## config.mk

```make
export PLATFORM = sky130hd
export DESIGN_NAME = keypad_scan_encoder
export DESIGN_NICKNAME = d
export VERILOG_FILES = /design/src/rtl/keypad_scan_encoder.sv
export SDC_FILE = /design/constraint.sdc
export NUM_CORES = 1
export LEC_CHECK = 0
export CAP_MARGIN = 30
export CORE_MARGIN = 5
export CORE_UTILIZATION = 50
export DETAILED_ROUTE_END_ITERATION = 10
export MAX_ROUTING_LAYER = met4
export PLACE_DENSITY = 0.8
export SKIP_LAST_GASP = 1
export SLEW_MARGIN = 10
export SYNTH_ARGS = -nofsm -noshare
export SYNTH_HDL_FRONTEND = slang
export SYNTH_SLANG_ARGS = --single-unit
```

## constraint.sdc

```tcl
create_clock -name Clock -period 1.8 [get_ports Clock]
set_input_delay 0.54 -clock Clock [delete_from_list [all_inputs] [get_ports Clock]]
set_output_delay 0.54 -clock Clock [all_outputs]
set_load 0.005 [all_outputs]
```

## src/rtl/keypad_scan_encoder.sv

```systemverilog
// rtl/keypad_scan_encoder.sv - 4x4 keypad row scanner with press/release debounce and key code strobe
// Define KEYPAD_PHONE_MAP_EN to emit telephone-layout codes instead of raw {row, col}.
module keypad_scan_encoder #(
  parameter int SCAN_DIV     = 1000,
  parameter int DEBOUNCE_LEN = 4
) (
  input  logic       Clock,
  input  logic       Reset,
  input  logic [3:0] Col,
  output logic [3:0] Row,
  output logic [3:0] KeyCode,
  output logic       KeyValid,
  output logic       KeyHeld
);

  localparam int TW = (SCAN_DIV > 1) ? $clog2(SCAN_DIV) : 1;

  typedef enum logic [1:0] {SCAN, PRESS_DB, REPORT, REL_DB} state_e;

  state_e        state_q, state_d;
  logic [3:0]    sync1_q, col_s_q;
  logic [TW-1:0] div_q, div_d;
  logic [1:0]    row_q, row_d;
  logic [1:0]    col_q, col_d;
  logic [3:0]    db_q, db_d;
  logic [3:0]    code_q, code_d;
  logic          held_q, held_d;
  logic          tick;
  logic          col_low;
  logic [1:0]    first_low;
  logic [3:0]    db_inc;

  function automatic logic [3:0] key_code(input logic [1:0] r, input logic [1:0] c);
`ifdef KEYPAD_PHONE_MAP_EN
    case ({r, c})
      4'h0:    key_code = 4'h1;
      4'h1:    key_code = 4'h2;
      4'h2:    key_code = 4'h3;
      4'h3:    key_code = 4'hA;
      4'h4:    key_code = 4'h4;
      4'h5:    key_code = 4'h5;
      4'h6:    key_code = 4'h6;
      4'h7:    key_code = 4'hB;
      4'h8:    key_code = 4'h7;
      4'h9:    key_code = 4'h8;
      4'hA:    key_code = 4'h9;
      4'hB:    key_code = 4'hC;
      4'hC:    key_code = 4'hE;
      4'hD:    key_code = 4'h0;
      4'hE:    key_code = 4'hF;
      default: key_code = 4'hD;
    endcase
`else
    key_code = {r, c};
`endif
  endfunction

  assign tick    = (div_q == TW'(SCAN_DIV - 1));
  assign col_low = ~col_s_q[col_q];
  assign db_inc  = db_q + 4'd1;

  always_comb begin
    first_low = 2'd0;
    for (int i = 3; i >= 0; i--) begin
      if (!col_s_q[i]) first_low = 2'(i);
    end
  end

  always_comb begin
    state_d = state_q;
    div_d   = tick ? '0 : div_q + TW'(1);
    row_d   = row_q;
    col_d   = col_q;
    db_d    = db_q;
    code_d  = code_q;
    held_d  = held_q;
    case (state_q)
      SCAN: begin
        if (tick) begin
          if (col_s_q != 4'hF) begin
            col_d   = first_low;
            db_d    = 4'd1;
            state_d = PRESS_DB;
          end else begin
            row_d = row_q + 2'd1;
          end
        end
      end
      PRESS_DB: begin
        if (tick) begin
          if (col_low) begin
            db_d = db_inc;
            // Code and held flag load on entry so they are visible alongside the strobe.
            if (db_inc == 4'(DEBOUNCE_LEN)) begin
              code_d  = key_code(row_q, col_q);
              held_d  = 1'b1;
              state_d = REPORT;
            end
          end else begin
            db_d    = 4'd0;
            state_d = SCAN;
          end
        end
      end
      REPORT: begin
        db_d    = 4'd0;
        state_d = REL_DB;
      end
      REL_DB: begin
        if (tick) begin
          if (!col_low) begin
            db_d = db_inc;
            if (db_inc == 4'(DEBOUNCE_LEN)) begin
              held_d  = 1'b0;
              db_d    = 4'd0;
              row_d   = row_q + 2'd1;
              state_d = SCAN;
            end
          end else begin
            db_d = 4'd0;
          end
        end
      end
      default: state_d = SCAN;
    endcase
  end

  always_ff @(posedge Clock) begin
    if (Reset) begin
      state_q <= SCAN;
      sync1_q <= 4'hF;
      col_s_q <= 4'hF;
      div_q   <= '0;
      row_q   <= 2'd0;
      col_q   <= 2'd0;
      db_q    <= 4'd0;
      code_q  <= 4'd0;
      held_q  <= 1'b0;
    end else begin
      state_q <= state_d;
      sync1_q <= Col;
      col_s_q <= sync1_q;
      div_q   <= div_d;
      row_q   <= row_d;
      col_q   <= col_d;
      db_q    <= db_d;
      code_q  <= code_d;
      held_q  <= held_d;
    end
  end

  assign Row      = ~(4'b0001 << row_q);
  assign KeyCode  = code_q;
  assign KeyValid = (state_q == REPORT);
  assign KeyHeld  = held_q;

endmodule

```

==> results.cfg, run 1 <==
[critical_path]
critical_path_class = register to primary output
cp-start-kind = register
cp.arrival_ns = 1.31
worstPathMaxFanout = 2
end_kind = primary output
cp_data_required_time_ns = 1.26

[synth]
netlist.area_leader.share_pct = 42.1
avgSynthCellArea_sq_um = 9.18
netlist_area_sq_um = 1570
yosys_most_used_dff = dfxtp_1
synthTopCellsByArea = dfxtp_1 42%, ha_1 5.6%, nor2_1 4.1%, or2_2 3.2%, nand3_1 2.9%
synth_top_area_cell = dfxtp_1
synthCells = 171
ys_seq_area_share_pct = 42.1
ys_ff_latch = 33
synth_edf_count = 0
synth_cell_types = 42
ys_warn_count = 0
async_reset_ff_share_pct = 0
syn_nets = 184

[global_routing]
antenna_found_initial = 0
grt_max_degree = 19
grt_pass1_wl_um = 6180
grt-ovfl-total = 0
gr-usage-all-layers_pct = 19.2
grt_pass1_vias = 1383

[power]
internal_power_mw = 1.13
p_comb_share_pct = 6.5
power.density_nw_per_um2 = 686
clockPowerShare_pct = 41.1
switching_share_pct = 21.9
p_sw_uw = 316
peakVddDrop_mv = 0.568
seqPwrFrac_pct = 52.4
leakage_nw = 0.859
p_total_mw = 1.44

[timing]
period_minus_slack_ns = 1.85
skew_ns = 0.0263
setup_viol = 2
hold_viol_final = 0
hold_ws_ns = 0.409
drv_slew = 0
slew_headroom_pct = 65.6
rsz0062_at_grt = true
fin_ws_ns = -0.0509
worstMarginPinSlew_ns = 0.512
period_share_pct = 103
timing.fmax_mhz = 540

[detailed_routing]
drcViolationCount = 0
vias = 1419
wire_per_inst_um = 14.9
vias_per_cell = 5.48
drt_iter0_markers = 91
first_pass_iters = 4
ant_nets = 0
totalWireLength_um = 3870

[floorplanning]
dieArea_sq_um = 4360
placementRows = 20
initial_core_util_pct = 51.8
ios = 16
coreArea_sq_um = 3030
die_h_um = 66.0
die_width_um = 66.0

[placed_design]
gp_congestion = 0.862
numPortBuffers = 15
hpwl_um = 2490
post-place-ws_ns = -0.0175

[clocking]
root_buffer = clkbuf_4
cts_sinks = 33
cts_tree = yes
cts_buffers = 5
clk_pin_slew_ns = 0.13
insertion_delay_ns = 0.36
max-clock-path-buffers = 2
htreeDepth = 2

[worst_hold_path]
hp-class = register to register

[layout]
nNetsFinal = 227
area_delta_synth_final_pct = 33.9
drive_gt1_share_pct = 35.3
num_antenna_cells = 0
utilization_pct = 69.4

[outcome]
outcome = finished, violations left
violations = negative setup slack

[flow_run]
drv_cap = 0
[flip-flops by register name, indices dropped and copies added, names as in the netlist, named ones only]
register,flops
div_q,10
db_q,4
row_q,2
sync1_q,4
col_q,2
col_s_q,4
KeyCode,4
state_q,1
KeyHeld,1
[power groups by stage]
stage | logic [mW] | registers (mW) | clock network (mW)
final | 0.0940 | 0.756 | 0.592
after global routing | 0.102 | 0.759 | 0.646
after CTS | 0.0819 | 0.753 | 0.599
after detailed placement | 0.0805 | 0.773 | 0
after global placement | 0.0765 | 0.772 | 0
after floorplan | 0.0466 | 0.771 | 0
[metrics by stage]
| step | area, sq um | setup TNS (ns) | instances |
|---|---|---|---|
| final | 2100 | -0.0513 | 259 |
| after global placement | 1860 | 0 | 241 |
| after CTS | 1990 | -0.165 | 253 |
| after detailed placement | 1860 | -0.0363 | 241 |
| after global routing | 2100 | -0.860 | 259 |
| after floorplan | 1570 | 0 | 171 |
[cell families (layout without fill, tap and decap cells)]
kind of cell,count (synthesis),after routing,share of synthesized area [%]
buffers and inverters,18,62,5.58
flip-flops,33,33,42.1
AND/OR/NAND/NOR,71,71,25.0
multiplexers,5,5,3.99
adder cells (fa/ha/maj),8,8,6.22
AO/OA/AOI/OAI,29,29,13.2
XOR/XNOR,7,7,3.91
[synthesized netlist by cell type, drive strengths merged, types with 2 or more instances]
master,number
a31oi,2
ha,7
a41oi,2
nand3,9
xor2,5
nand2,8
dfxtp,33
xnor2,2
a21oi,8
nand4,5
mux2i,4
nor3,3
nand3b,2
nor2,17
nor3b,2
nand2b,2
o21ai,6
nor4,3
or3,3
a211oi,2
or2,8
clkbuf,7
inv,11
and3,3
o22ai,2
[path summary, 6_finish.rpt]
kind,startpoint,endpoint,slack (ns),depth (start not counted)
worst min-delay path,sync1_q[3],col_s_q[3],0.41,1
worst max-delay path,row_q[1],Row[3],-0.05,4
worst min register to register,sync1_q[3],col_s_q[3],0.41,1
worst max register to register,db_q[1],register,0,6
[final cells by class]
cell class,instances,area [sq um]
multi-input cells,120,886
inverters,11,43.8
clock inverters,1,30.0
fillers,234,927
clock buffers,7,55.1
well taps,44,55.1
repair buffers,43,347
flip-flops and latches,33,684
[cell usage in the layout (no fill, tap or decap), types with 6 or more instances in the layout]
| cell | netlist | routed |
|---|---|---|
| nor2_1 | 17 | 16 |
| inv_1 | 11 | 9 |
| dfxtp_2 | 0 | 7 |
| nand2_1 | 8 | 8 |
| a21oi_1 | 8 | 8 |
| or2_2 | 8 | 8 |
| nand3_1 | 9 | 9 |
| dfxtp_1 | 33 | 22 |
| buf_4 | 0 | 27 |
| o21ai_0 | 6 | 6 |
| clkdlybuf4s50_1 | 0 | 10 |
[critical path, cell delays in order (launching register included)]
cell and delay, ns:
dfxtp_4 0.36, buf_4 0.13, ha_1 0.18, inv_1 0.05, dlygate4sd2_1 0.23
[routing by layer]
metal  vias up  GRT usage (%)  wire (um)
met5         -              -          0
met4         0           8.63         82
met3        10           5.27        134
met2        31           33.9       2110
met1       687           19.8       1540
li1        691              -          -
[what timing repair did]
action	in CTS	in global routing
resized for setup	20	26
setup endpoints to repair	9	20
buffers inserted	4	6
pin swaps	1	10
hold buffers	0	0
Power figures use the tool's default switching activity.
==> inputs of run 2 (changes only) <==
--- a/config.mk
+++ b/config.mk
@@ -6,8 +6,10 @@
 export NUM_CORES = 1
 export LEC_CHECK = 0
 export CAP_MARGIN = 30
-export CORE_MARGIN = 5
-export CORE_UTILIZATION = 50
+export CELL_PAD_IN_SITES_DETAIL_PLACEMENT = 1
+export CELL_PAD_IN_SITES_GLOBAL_PLACEMENT = 2
+export CORE_MARGIN = 8
+export CORE_UTILIZATION = 31
 export DETAILED_ROUTE_END_ITERATION = 10
 export MAX_ROUTING_LAYER = met4
 export PLACE_DENSITY = 0.8
==> results.cfg, run 2 (same netlist as run 1, synthesis figures left out) <==
[outcome]
outcome = finished, violations left
violations = negative setup slack

[timing]
worstMarginPinSlew_ns = 0.510
drv_slew = 0
period_minus_slack_ns = 1.83
setup_tns_ns = -0.0259
rsz0062_at_grt = true
slew_headroom_pct = 65.7
timing.fmax_mhz = 548
fin_ws_ns = -0.0259
period_share_pct = 101
hold_viol_final = 0
skew_ns = 0.00486
setup_viol = 1

[global_routing]
grt_pass1_vias = 1470
gr-usage-all-layers_pct = 11.7
grt_max_degree = 13
grt_pass1_wl_um = 6800
grt-ovfl-total = 0
antenna_found_initial = 0

[clocking]
max-clock-path-buffers = 2
insertion_delay_ns = 0.28
cts_buffers = 5
clk_pin_slew_ns = 0.07
cts_tree = yes
root_buffer = clkbuf_8
cts_sinks = 33
htreeDepth = 2

[floorplanning]
placementRows = 26
die_h_um = 87.1
dieArea_sq_um = 7590
initial_core_util_pct = 31.3
ios = 16
coreArea_sq_um = 5010
die_width_um = 87.1

[layout]
nNetsFinal = 225
area_delta_synth_final_pct = 35.1
layout.cells.most_common = dfxtp_1
mostFrequentLayoutCells = 26 x dfxtp_1, 25 x buf_4, 17 x nor2_1
final_cell_area_sq_um = 2120
largest_register_ffs = 10
num_antenna_cells = 0
regArea_sq_um = 679
multi_input_area_sq_um = 880
fillCellCount = 612
top_register = div_q
drive_gt1_share_pct = 31.0

[detailed_routing]
vias = 1398
vias_per_cell = 4.94
wire_per_inst_um = 14.0
first_pass_iters = 4
drcViolationCount = 0
ant_nets = 0
drt_iter0_markers = 53
totalWireLength_um = 3970

[critical_path]
cp_data_required_time_ns = 2.00
regToRegEndpoint = row_q[0]
cp-start-kind = register
reg2regPathDepth = 6
path_cells = ha_4 > nand3b_1 > o31ai_4 > a41oi_2 > or3_1 > a21oi_1
crit_end = row_q[0]
critical_path_class = register to register
rr_startpoint = db_q[1]
crit_buf_inv = 0
r2r_slack_ns = -0.03
cpPeakStageDelay_ns = 0.38
path_delay_family = compound AO/OA/AOI/OAI gates
startpoint = db_q[1]
worstPathMaxFanout = 6
worst-path-stages = 6
cp_slowest_cell = or3_1
cp.arrival_ns = 2.03
end_kind = register

[placed_design]
place_area_sq_um = 1920
hpwl_um = 3040
numPortBuffers = 15
gp_congestion = 0.841

[power]
power.density_nw_per_um2 = 656
peakVddDrop_mv = 0.393
leakage_nw = 0.853
p_total_mw = 1.39

[worst_hold_path]
hp-class = register to register

[flow_run]
drv_cap = 0
## run 2: routing by layer
layer / wire, um / GRT usage (%) / vias to the layer above
met4: 111 / 6.25 / 0
met5: 0 / - / -
met1: 1780 / 12.7 / 685
met2: 1980 / 19.2 / 16
li1: - / - / 685
met3: 105 / 3.11 / 12
## run 2: metrics by stage
stage	utilization [%]	instances	setup slack (ns)	hold WS (ns)
after floorplan	-	171	0.0539	0.389
after global placement	38.3	270	0.0234	0.392
after global routing	42.3	283	-0.181	0.442
after detailed placement	38.3	270	-0.0406	0.411
final	42.3	283	-0.0259	0.423
after CTS	40.4	278	0.00318	0.428
## run 2: worst min path at each step
| stage | cells after the start | start | end |
|---|---|---|---|
| detailed placement | 1 | sync1_q[2] | col_s_q[2] |
| floorplan | 1 | sync1_q[0] | col_s_q[0] |
| finish | 1 | sync1_q[2] | col_s_q[2] |
| CTS | 1 | sync1_q[2] | col_s_q[2] |
| global route | 1 | sync1_q[2] | col_s_q[2] |
| global placement | 1 | sync1_q[2] | col_s_q[2] |
## run 2: timing repair
item / 4_1_cts / 5_1_grt
pin swaps: 0 / 9
setup endpoints to repair: 10 / 17
resized for setup: 16 / 17
buffers inserted: 0 / 5
hold endpoints to repair: 0 / 0
hold buffers: 0 / 0
## run 2: power by group
group	switching, mW	internal, mW
Clock	0.278	0.267
Sequential	0.0102	0.741
Combinational	0.0429	0.0524
Total	0.331	1.06
## run 2: final cells by class
type	count	share of cell area (%)
inverters	11	1.95
repair buffers	41	16.3
multi-input cells	120	41.5
clock inverters	3	0.826
flip-flops and latches	33	32.1
clock buffers	5	3.25
well taps	70	4.13
==> inputs of run 3 (changes only) <==
--- a/config.mk
+++ b/config.mk
@@ -18,3 +18,4 @@
 export SYNTH_ARGS = -nofsm -noshare
 export SYNTH_HDL_FRONTEND = slang
 export SYNTH_SLANG_ARGS = --single-unit
+export TNS_END_PERCENT = 100
==> results of run 3 <==
The final DEF is identical to that of run 2; final timing and power are the same.
